**config.mk**
```make
export PLATFORM = sky130hd
export DESIGN_NAME = sprite_cmd_encoder
export DESIGN_NICKNAME = d
export VERILOG_FILES = /design/src/rtl/sprite_cmd_encoder.sv
export SDC_FILE = /design/constraint.sdc
export NUM_CORES = 1
export LEC_CHECK = 0
export ABC_AREA = 1
export CORE_MARGIN = 2
export CORE_UTILIZATION = 40
export CTS_CLUSTER_DIAMETER = 40
export DETAILED_ROUTE_END_ITERATION = 12
export PLACE_DENSITY_LB_ADDON = 0.15
export SLEW_MARGIN = 20
export SYNTH_ARGS = -nofsm -noshare
export SYNTH_HDL_FRONTEND = slang
export SYNTH_SLANG_ARGS = --single-unit
export TNS_END_PERCENT = 100
```
**constraint.sdc**
```tcl
create_clock -name clk -period 1.8 [get_ports clk]
set_clock_uncertainty 0.05 [all_clocks]
set_input_delay 0.36 -clock clk [delete_from_list [all_inputs] [get_ports clk]]
set_output_delay 0.36 -clock clk [all_outputs]
set_load 0.1 [all_outputs]
```
**src/rtl/sprite_cmd_encoder.sv**
```systemverilog
// Sprite command-word transmitter. Software fills a staging table of
// per-child sprite state; each frame_start snapshots it into a send table
// and streams it out as 32-bit display commands aimed at the back buffer,
// followed by a flush word that swaps buffers.
//
// Handshake: cmd_valid/cmd_data are driven purely from registered state.
// A word is accepted on any clock where cmd_valid && cmd_ready. While
// cmd_valid is high and the word is not accepted, cmd_data holds steady
// and cmd_valid stays high. cmd_ready is ignored while cmd_valid is low,
// and cmd_data is forced to the all-zero no-op whenever cmd_valid is low.
module sprite_cmd_encoder #(
    parameter logic [5:0] SUB_COMP_ID = 6'd5,
    parameter int         CHILD_NUM   = 2
) (
    input  logic        clk,
    input  logic        reset,
    input  logic        tbl_we,
    input  logic [4:0]  tbl_child,
    input  logic [2:0]  tbl_sel,
    input  logic [12:0] tbl_data,
    input  logic        frame_start,
    input  logic        cmd_ready,
    output logic        cmd_valid,
    output logic [31:0] cmd_data,
    output logic        busy,
    output logic        front_buf,
    output logic [7:0]  overrun_cnt
);

    typedef enum logic [1:0] {
        IDLE  = 2'd0,
        SEND  = 2'd1,
        FLUSH = 2'd2
    } state_t;

    localparam logic [4:0] LAST_CHILD = 5'(CHILD_NUM - 1);

    state_t     state, state_n;
    logic [4:0] child, child_n;
    logic [1:0] field, field_n;   // 0 attr, 1 x, 2 y, 3 shift
    logic       front_n;
    logic       snap;

    // Staging table (software view) and its next value including this cycle's write
    logic [CHILD_NUM-1:0]       stg_vis, stg_flip, stg_vis_n, stg_flip_n;
    logic [CHILD_NUM-1:0][4:0]  stg_pat, stg_pat_n;
    logic [CHILD_NUM-1:0][9:0]  stg_x, stg_y, stg_sh, stg_x_n, stg_y_n, stg_sh_n;

    // Send table, frozen for the duration of a burst
    logic [CHILD_NUM-1:0]       snd_vis, snd_flip;
    logic [CHILD_NUM-1:0][4:0]  snd_pat;
    logic [CHILD_NUM-1:0][9:0]  snd_x, snd_y, snd_sh;

    // Currently addressed send-table entry
    logic       cur_vis, cur_flip;
    logic [4:0] cur_pat;
    logic [9:0] cur_x, cur_y, cur_sh;
    logic [2:0]  word_type;
    logic [12:0] word_msg;

    // Apply the staging write; out-of-range children and unknown selects fall through
    always_comb begin
        stg_vis_n  = stg_vis;
        stg_flip_n = stg_flip;
        stg_pat_n  = stg_pat;
        stg_x_n    = stg_x;
        stg_y_n    = stg_y;
        stg_sh_n   = stg_sh;
        if (tbl_we) begin
            for (int i = 0; i < CHILD_NUM; i++) begin
                if (tbl_child == 5'(i)) begin
                    case (tbl_sel)
                        3'b001: begin
                            stg_vis_n[i]  = tbl_data[12];
                            stg_flip_n[i] = tbl_data[11];
                            stg_pat_n[i]  = tbl_data[4:0];
                        end
                        3'b010:  stg_x_n[i]  = tbl_data[9:0];
                        3'b011:  stg_y_n[i]  = tbl_data[9:0];
                        3'b100:  stg_sh_n[i] = tbl_data[9:0];
                        default: ;
                    endcase
                end
            end
        end
    end

    // Snapshot happens only when a frame starts from IDLE; pulses while busy are dropped
    assign snap = (state == IDLE) && frame_start;

    // Staging and send table storage
    always_ff @(posedge clk or negedge reset) begin
        if (!reset) begin
            stg_vis  <= '0;
            stg_flip <= '0;
            stg_pat  <= '0;
            stg_x    <= '0;
            stg_y    <= '0;
            stg_sh   <= '0;
            snd_vis  <= '0;
            snd_flip <= '0;
            snd_pat  <= '0;
            snd_x    <= '0;
            snd_y    <= '0;
            snd_sh   <= '0;
        end else begin
            stg_vis  <= stg_vis_n;
            stg_flip <= stg_flip_n;
            stg_pat  <= stg_pat_n;
            stg_x    <= stg_x_n;
            stg_y    <= stg_y_n;
            stg_sh   <= stg_sh_n;
            if (snap) begin
                snd_vis  <= stg_vis_n;
                snd_flip <= stg_flip_n;
                snd_pat  <= stg_pat_n;
                snd_x    <= stg_x_n;
                snd_y    <= stg_y_n;
                snd_sh   <= stg_sh_n;
            end
        end
    end

    // FSM state, burst position and displayed-buffer registers
    always_ff @(posedge clk or negedge reset) begin
        if (!reset) begin
            state     <= IDLE;
            child     <= '0;
            field     <= '0;
            front_buf <= 1'b0;
        end else begin
            state     <= state_n;
            child     <= child_n;
            field     <= field_n;
            front_buf <= front_n;
        end
    end

    // Next-state logic: walk attr,x,y,shift per child, then flush
    always_comb begin
        state_n   = state;
        child_n   = child;
        field_n   = field;
        front_n   = front_buf;
        cmd_valid = (state != IDLE);
        busy      = (state != IDLE);
        case (state)
            IDLE: begin
                if (frame_start) begin
                    state_n = SEND;
                    child_n = '0;
                    field_n = '0;
                end
            end
            SEND: begin
                if (cmd_valid && cmd_ready) begin
                    if (field == 2'd3) begin
                        field_n = '0;
                        if (child == LAST_CHILD) begin
                            state_n = FLUSH;
                            child_n = '0;
                        end else begin
                            child_n = child + 5'd1;
                        end
                    end else begin
                        field_n = field + 2'd1;
                    end
                end
            end
            FLUSH: begin
                if (cmd_valid && cmd_ready) begin
                    state_n = IDLE;
                    front_n = ~front_buf;
                end
            end
            default: state_n = IDLE;
        endcase
    end

    // Select the send-table entry for the child being presented
    always_comb begin
        cur_vis  = 1'b0;
        cur_flip = 1'b0;
        cur_pat  = '0;
        cur_x    = '0;
        cur_y    = '0;
        cur_sh   = '0;
        for (int i = 0; i < CHILD_NUM; i++) begin
            if (child == 5'(i)) begin
                cur_vis  = snd_vis[i];
                cur_flip = snd_flip[i];
                cur_pat  = snd_pat[i];
                cur_x    = snd_x[i];
                cur_y    = snd_y[i];
                cur_sh   = snd_sh[i];
            end
        end
    end

    // Format the outgoing word; zero is the no-op the receiver ignores
    always_comb begin
        word_type = {1'b0, field} + 3'd1;
        case (field)
            2'd0:    word_msg = {cur_vis, cur_flip, 6'b0, cur_pat};
            2'd1:    word_msg = {3'b0, cur_x};
            2'd2:    word_msg = {3'b0, cur_y};
            default: word_msg = {3'b0, cur_sh};
        endcase
        cmd_data = 32'h0;
        if (state == SEND)
            cmd_data = {SUB_COMP_ID, child, 4'b0001, word_type, ~front_buf, word_msg};
        else if (state == FLUSH)
            cmd_data = {SUB_COMP_ID, 5'd0, 4'b1111, 3'b000, ~front_buf, 13'd0};
    end

    // Count frame_start pulses lost because a burst was still running
    always_ff @(posedge clk or negedge reset) begin
        if (!reset)
            overrun_cnt <= '0;
        else if (frame_start && busy && overrun_cnt != 8'hFF)
            overrun_cnt <= overrun_cnt + 8'd1;
    end

endmodule

```
==> results.json, run 1 <==
{
  "outcome": "finished with violations",
  "violations": "negative setup slack",
  "path_clk_slew_ps": 70,
  "ys_top_cells_by_area": "dfrtp_1 53%, nand2_1 30%, nor2_1 2.4%",
  "end_kind": "primary output",
  "fin_area_sq_mm": 0.01138,
  "htree_levels": 4,
  "ys_ff_latch": 166,
  "die_width_um": 143.7,
  "grt_max_degree": 75,
  "setup_viol": 29,
  "cts_root_buffer": "clkbuf_16",
  "drv_slew": 0,
  "area_delta_synth_final_pct": 45.68,
  "drt_iter0_drc": 394,
  "rsz0062_at_grt": "true",
  "routed.top_layer": "met4",
  "critPathBufInv": 4,
  "ys_seq_area_share_pct": 53.18,
  "finalWirelength_um": 22480,
  "netlist_instances": 1029,
  "synth_commonest_cells": "622 x nand2_1, 166 x dfrtp_1, 50 x nor2_1",
  "initial_core_util_pct": 40.40,
  "synth_most_common_cell": "nand2_1",
  "fp.dieArea_sq_mm": 0.02066,
  "crit_type": "flop to primary output",
  "cp_cell_sequence": "inv_2, ha_4, nand2_4, nor3_2, buf_6, buf_12, nand2_4, a21oi_4, buf_12",
  "numClockSinks": 166,
  "core-area_sq_mm": 0.01933,
  "ys_warn_count": 0,
  "post-dp-hpwl_um": 14040,
  "routed-wl-met2_um": 10470,
  "cts.path.max_buffers": 2,
  "finalHoldViolCount": 0,
  "ant_nets": 0,
  "vias": 6909,
  "synth_flop_cell": "dfrtp_1",
  "power_density_mw_per_mm2": 1380,
  "syn_area_sq_mm": 0.007811,
  "place_area_sq_mm": 0.009996,
  "slowest_stage": "dfrtp_2",
  "synth_cell_type_count": 27,
  "startpoint_type": "flop",
  "wl_met3_um": 1141,
  "max_stage_delay_ps": 440,
  "drt-pass1-iter-count": 7,
  "vias_per_cell": 4.781,
  "critPathArrivalTime_ps": 2070,
  "postSynthAreaPerCell_sq_um": 7.591,
  "yosys.area.top_type": "dfrtp_1",
  "fin_nets": 1204,
  "num_antenna_cells": 0,
  "async_reset_ff_share_pct": 100.0,
  "grt_pass1_vias": 6605,
  "min-delay-path-class": "input port to asynchronous set/reset pin",
  "die_y_um": 143.7,
  "grt_pass1_wl_um": 35400,
  "max_freq_mhz": 403.2,
  "irDropWorstVdd_v": 0.001161,
  "routedWlPerCell_um": 15.56,
  "maxCapViolCount": 0,
  "finalCritPeriodShare_pct": 137.8,
  "antenna_found_initial": 0,
  "clock_latency_ps": 430,
  "drive_gt1_share_pct": 26.69,
  "synth_edf_count": 0,
  "m1WireLength_um": 10640,
  "grt_overflow": 0,
  "std_cell_rows": 51,
  "cts_tree": "done",
  "drc": 0,
  "synth_top_cell_area_share_pct": 53.18,
  "grt_util_all_layers_pct": 22.43,
  "p_leak_uw": 0.006058,
  "period_minus_slack_ps": 2480,
  "critPathTopFamily": "buffers and inverters",
  "cts_made_buffers": 17,
  "setup_ws_ps": -680.2,
  "postLayoutCoreUtil_pct": 58.86,
  "crit_path_max_fanout": 7,
  "port_buffers": 62,
  "gp_routability_congestion": 0.8565,
  "setup-tns-final_ps": -10850,
  "io_pins": 69,
  "cp.required_ps": 1390
}
## metrics by stage
stage	hold WS (ps)	worst slack (ps)	std cells	power, uW
5_1_grt	319.1	-740.1	1445	16350
2_1_floorplan	14.41	-276.5	1033	8157
3_3_place_gp	184.9	-212.5	1391	10450
6_report	299.5	-680.2	1445	15700
3_5_place_dp	186.3	-252.0	1391	10480
4_1_cts	302.7	-645.1	1434	15190
## worst register-to-register path: cells and delay by family, from the launching register on
family | cells | cell delay (ps)
DFF | 1 | 410
buffers and inverters | 5 | 560
adders and majority gates | 1 | 130
AOI/OAI and AO/OA | 2 | 170
and+or+nand+nor | 3 | 310
## where the power goes
part / switching (uW) / leakage, uW / internal (uW) / total, uW
Sequential: 359 / 0.00227 / 4190 / 4540
Combinational: 4340 / 0.00349 / 2810 / 7140
Clock: 1580 / 0.000298 / 2440 / 4010
Total: 6280 / 0.00606 / 9430 / 15700
## kinds of logic (layout without fill, tap and decap cells)
| logic type | count (synthesis) | in the layout | share of synthesized area, % |
|---|---|---|---|
| other | 1 | 5 | 0.04801 |
| XOR/XNOR | 7 | 7 | 0.7849 |
| flip-flops | 166 | 166 | 53.18 |
| AND/OR/NAND/NOR | 716 | 717 | 36.30 |
| adder cells (fa/ha/maj) | 11 | 11 | 1.762 |
| AO/OA/AOI/OAI | 34 | 34 | 2.499 |
| buffers and inverters | 94 | 240 | 5.430 |
## routing by layer
| metal | vias up | GRT usage (%) |
|---|---|---|
| met2 | 149 | 34.96 |
| met3 | 19 | 5.098 |
| met5 | - | 0 |
| met1 | 3342 | 31.66 |
| li1 | 3399 | - |
| met4 | 0 | 5.831 |
## placed cells by master, fill, tap and decap left out, types with 8 or more instances in the layout
| cell type | n |
|---|---|
| nand2_1 | 560 |
| dfrtp_1 | 157 |
| buf_12 | 60 |
| buf_4 | 53 |
| nor2_1 | 47 |
| nand2_2 | 39 |
| inv_1 | 28 |
| nand2_4 | 26 |
| clkdlybuf4s50_1 | 23 |
| clkbuf_16 | 18 |
| buf_6 | 18 |
| nand3_2 | 14 |
| o21ai_0 | 13 |
| clkinvlp_4 | 11 |
| nand3_1 | 11 |
| ha_4 | 9 |
| inv_2 | 8 |
## final cells by class
cell class              instances  area, sq um
well taps                     265        331.6
clock buffers                  21        470.5
multi-input cells             774         3855
inverters                      49        226.5
flip-flops and latches        166         4170
fillers                      1721         7955
clock inverters                11        171.4
repair buffers                159         2155
## path summary, 6_finish.rpt
path	startpoint	to	slack [ps]	depth (start not counted)
worst max-delay path	child[0]	cmd_data[11]	-680	9
worst min-delay path	reset	stg_sh[10]	300	2
worst max register to register	state[0]	state[0]	100	11
worst min register to register	stg_x[8]	stg_x[8]	420	2
max in group asynchronous	reset	field[1]	770	3
min in group clk	stg_x[8]	stg_x[8]	420	2
## registers in the layout, summed over array words and instances, names as in the netlist, 5 cells and up
register / count
child: 5
overrun_cnt: 8
snd_pat: 10
snd_sh: 20
snd_x: 20
snd_y: 20
stg_pat: 10
stg_sh: 20
stg_x: 20
stg_y: 20
## timing repair
| action | 4_1_cts | 5_1_grt |
|---|---|---|
| gates resized for setup | 78 | 62 |
| endpoints found under the hold margin | 18 | 0 |
| endpoints found under the setup margin | 29 | 110 |
| setup buffers | 10 | 11 |
| hold buffers | 1 | 0 |
| pin swaps | 33 | 37 |
| cloned | 2 | 2 |
(Power assumes the default switching activity.)
==> run 2: changes to the inputs <==
ABC_CLOCK_PERIOD_IN_PS = 1800   (was not set)
CAP_MARGIN = 10   (was not set)
CORE_ASPECT_RATIO = 1.75   (was not set)
==> results.json, run 2 (same netlist as run 1, synthesis figures left out) <==
{
  "most-common-layout-cells": "567 x nand2_1, 158 x dfrtp_1, 59 x buf_12",
  "cts_tree": "done",
  "vias": 6909,
  "cts.path.max_buffers": 2,
  "finalCritPeriodShare_pct": 134.1,
  "regArea_sq_mm": 0.004169,
  "std_cell_rows": 67,
  "grt_overflow": 0,
  "fp.dieArea_sq_mm": 0.02071,
  "routedWlPerCell_um": 15.53,
  "die_y_um": 188.9,
  "dp_cells": 1364,
  "grt_util_all_layers_pct": 22.71,
  "gp_routability_congestion": 0.7908,
  "violations": "negative setup slack",
  "end_kind": "primary output",
  "rsz0062_at_grt": "true",
  "cp.required_ps": 1390,
  "p_leak_uw": 0.005999,
  "multi_input_area_sq_mm": 0.003849,
  "antenna_found_initial": 0,
  "cts_root_buffer": "clkbuf_16",
  "drc": 0,
  "path_clk_slew_ps": 70,
  "min-delay-path-class": "input port to asynchronous set/reset pin",
  "numClockSinks": 166,
  "cts_made_buffers": 17,
  "grt_max_degree": 56,
  "crit_type": "flop to primary output",
  "core-area_sq_mm": 0.01911,
  "htree_levels": 4,
  "critPathArrivalTime_ps": 2000,
  "n_fill_cell": 1706,
  "io_pins": 69,
  "pre_cts_ws_ps": -198.4,
  "initial_core_util_pct": 40.87,
  "setup_viol": 29,
  "maxCapViolCount": 0,
  "rr_startpoint": "state[0]",
  "grt_pass1_vias": 6982,
  "die_width_um": 109.6,
  "drive_gt1_share_pct": 26.08,
  "crit_path_max_fanout": 5,
  "drt-pass1-iter-count": 7,
  "drv_slew": 0,
  "finalWirelength_um": 22030,
  "port_buffers": 62,
  "setup_ws_ps": -614.1,
  "period_minus_slack_ps": 2414,
  "crit_start": "child[0]",
  "outcome": "finished with violations",
  "vias_per_cell": 4.872,
  "drt_iter0_drc": 468,
  "startpoint_type": "flop",
  "irDropWorstVdd_v": 0.002056,
  "clock_latency_ps": 430,
  "fin_nets": 1201,
  "postLayoutCoreUtil_pct": 58.70,
  "stdcell_count": 1418,
  "ant_nets": 0,
  "num_antenna_cells": 0,
  "area_delta_synth_final_pct": 43.63,
  "power_density_mw_per_mm2": 1362,
  "post-dp-hpwl_um": 14610,
  "max_freq_mhz": 414.2,
  "final_common_cell": "nand2_1",
  "grt_pass1_wl_um": 36140,
  "finalHoldViolCount": 0,
  "setup-tns-final_ps": -10380
}
-- run 2: cell count changes in the layout (fill, tap and decap cells not counted), sizes merged, moves of 2 or more --
cell | previous run | this run
buf | 133 | 130
bufinv | 4 | 2
clkinvlp | 11 | 7
clkinv | 1 | 10
-- run 2: worst paths after layout --
kind                                  end  slack [ps]  depth (start not counted)
max                           cmd_data[9]        -610                          9
min                        overrun_cnt[1]         350                          2
max reg2reg                      child[4]          40                         11
min reg2reg                     stg_y[12]         420                          2
max in group asynchronous       snd_y[18]         730                          3
min in group clk                stg_y[12]         420                          2
-- run 2: repair_timing --
action	4_1_cts	5_1_grt
setup buffers	16	4
setup endpoints to repair	29	46
hold endpoints to repair	32	0
pin swaps	27	25
gates resized for setup	95	45
hold buffers	1	0
cloned	3	3
-- run 2: through the flow --
| step | total power [uW] | instance area [sq um] | hold WS (ps) |
|---|---|---|---|
| floorplan | 8157 | 8119 | 14.41 |
| global placement | 10420 | 9931 | 255.7 |
| detailed placement | 10450 | 9931 | 254.7 |
| CTS | 15060 | 11050 | 366.9 |
| global route | 15970 | 11220 | 390.3 |
| finish | 15280 | 11220 | 354.6 |
-- run 2: layer usage --
metal | track usage [%] | up-vias | wire, um
met5 | 0 | - | 0
li1 | - | 3390 | -
met1 | 27.43 | 3336 | 8920
met2 | 41.17 | 148 | 12020
met3 | 3.752 | 35 | 678
met4 | 5.794 | 0 | 408
-- run 2: critical path, stage by stage, from the launching register on --
cell,delay [ps]
dfrtp_1,420
buf_6,140
ha_4,170
nor3_4,220
buf_6,170
nand2_2,60
nand2_2,70
nand2_2,60
nand2_4,80
buf_12,170
-- run 2: cell type report --
cell class / instances / share of cell area, %
repair buffers: 155 / 18.65
clock buffers: 20 / 3.981
well taps: 241 / 2.688
inverters: 49 / 2.041
multi-input cells: 774 / 34.30
flip-flops and latches: 166 / 37.16
repair inverters: 1 / 0.04461
clock inverters: 12 / 1.138
-- run 2: where the power goes --
group / internal (uW) / switching [uW] / total [uW]
Clock: 2080 / 1510 / 3580
Sequential: 4180 / 329 / 4510
Combinational: 2790 / 4390 / 7190
Total: 9050 / 6230 / 15300
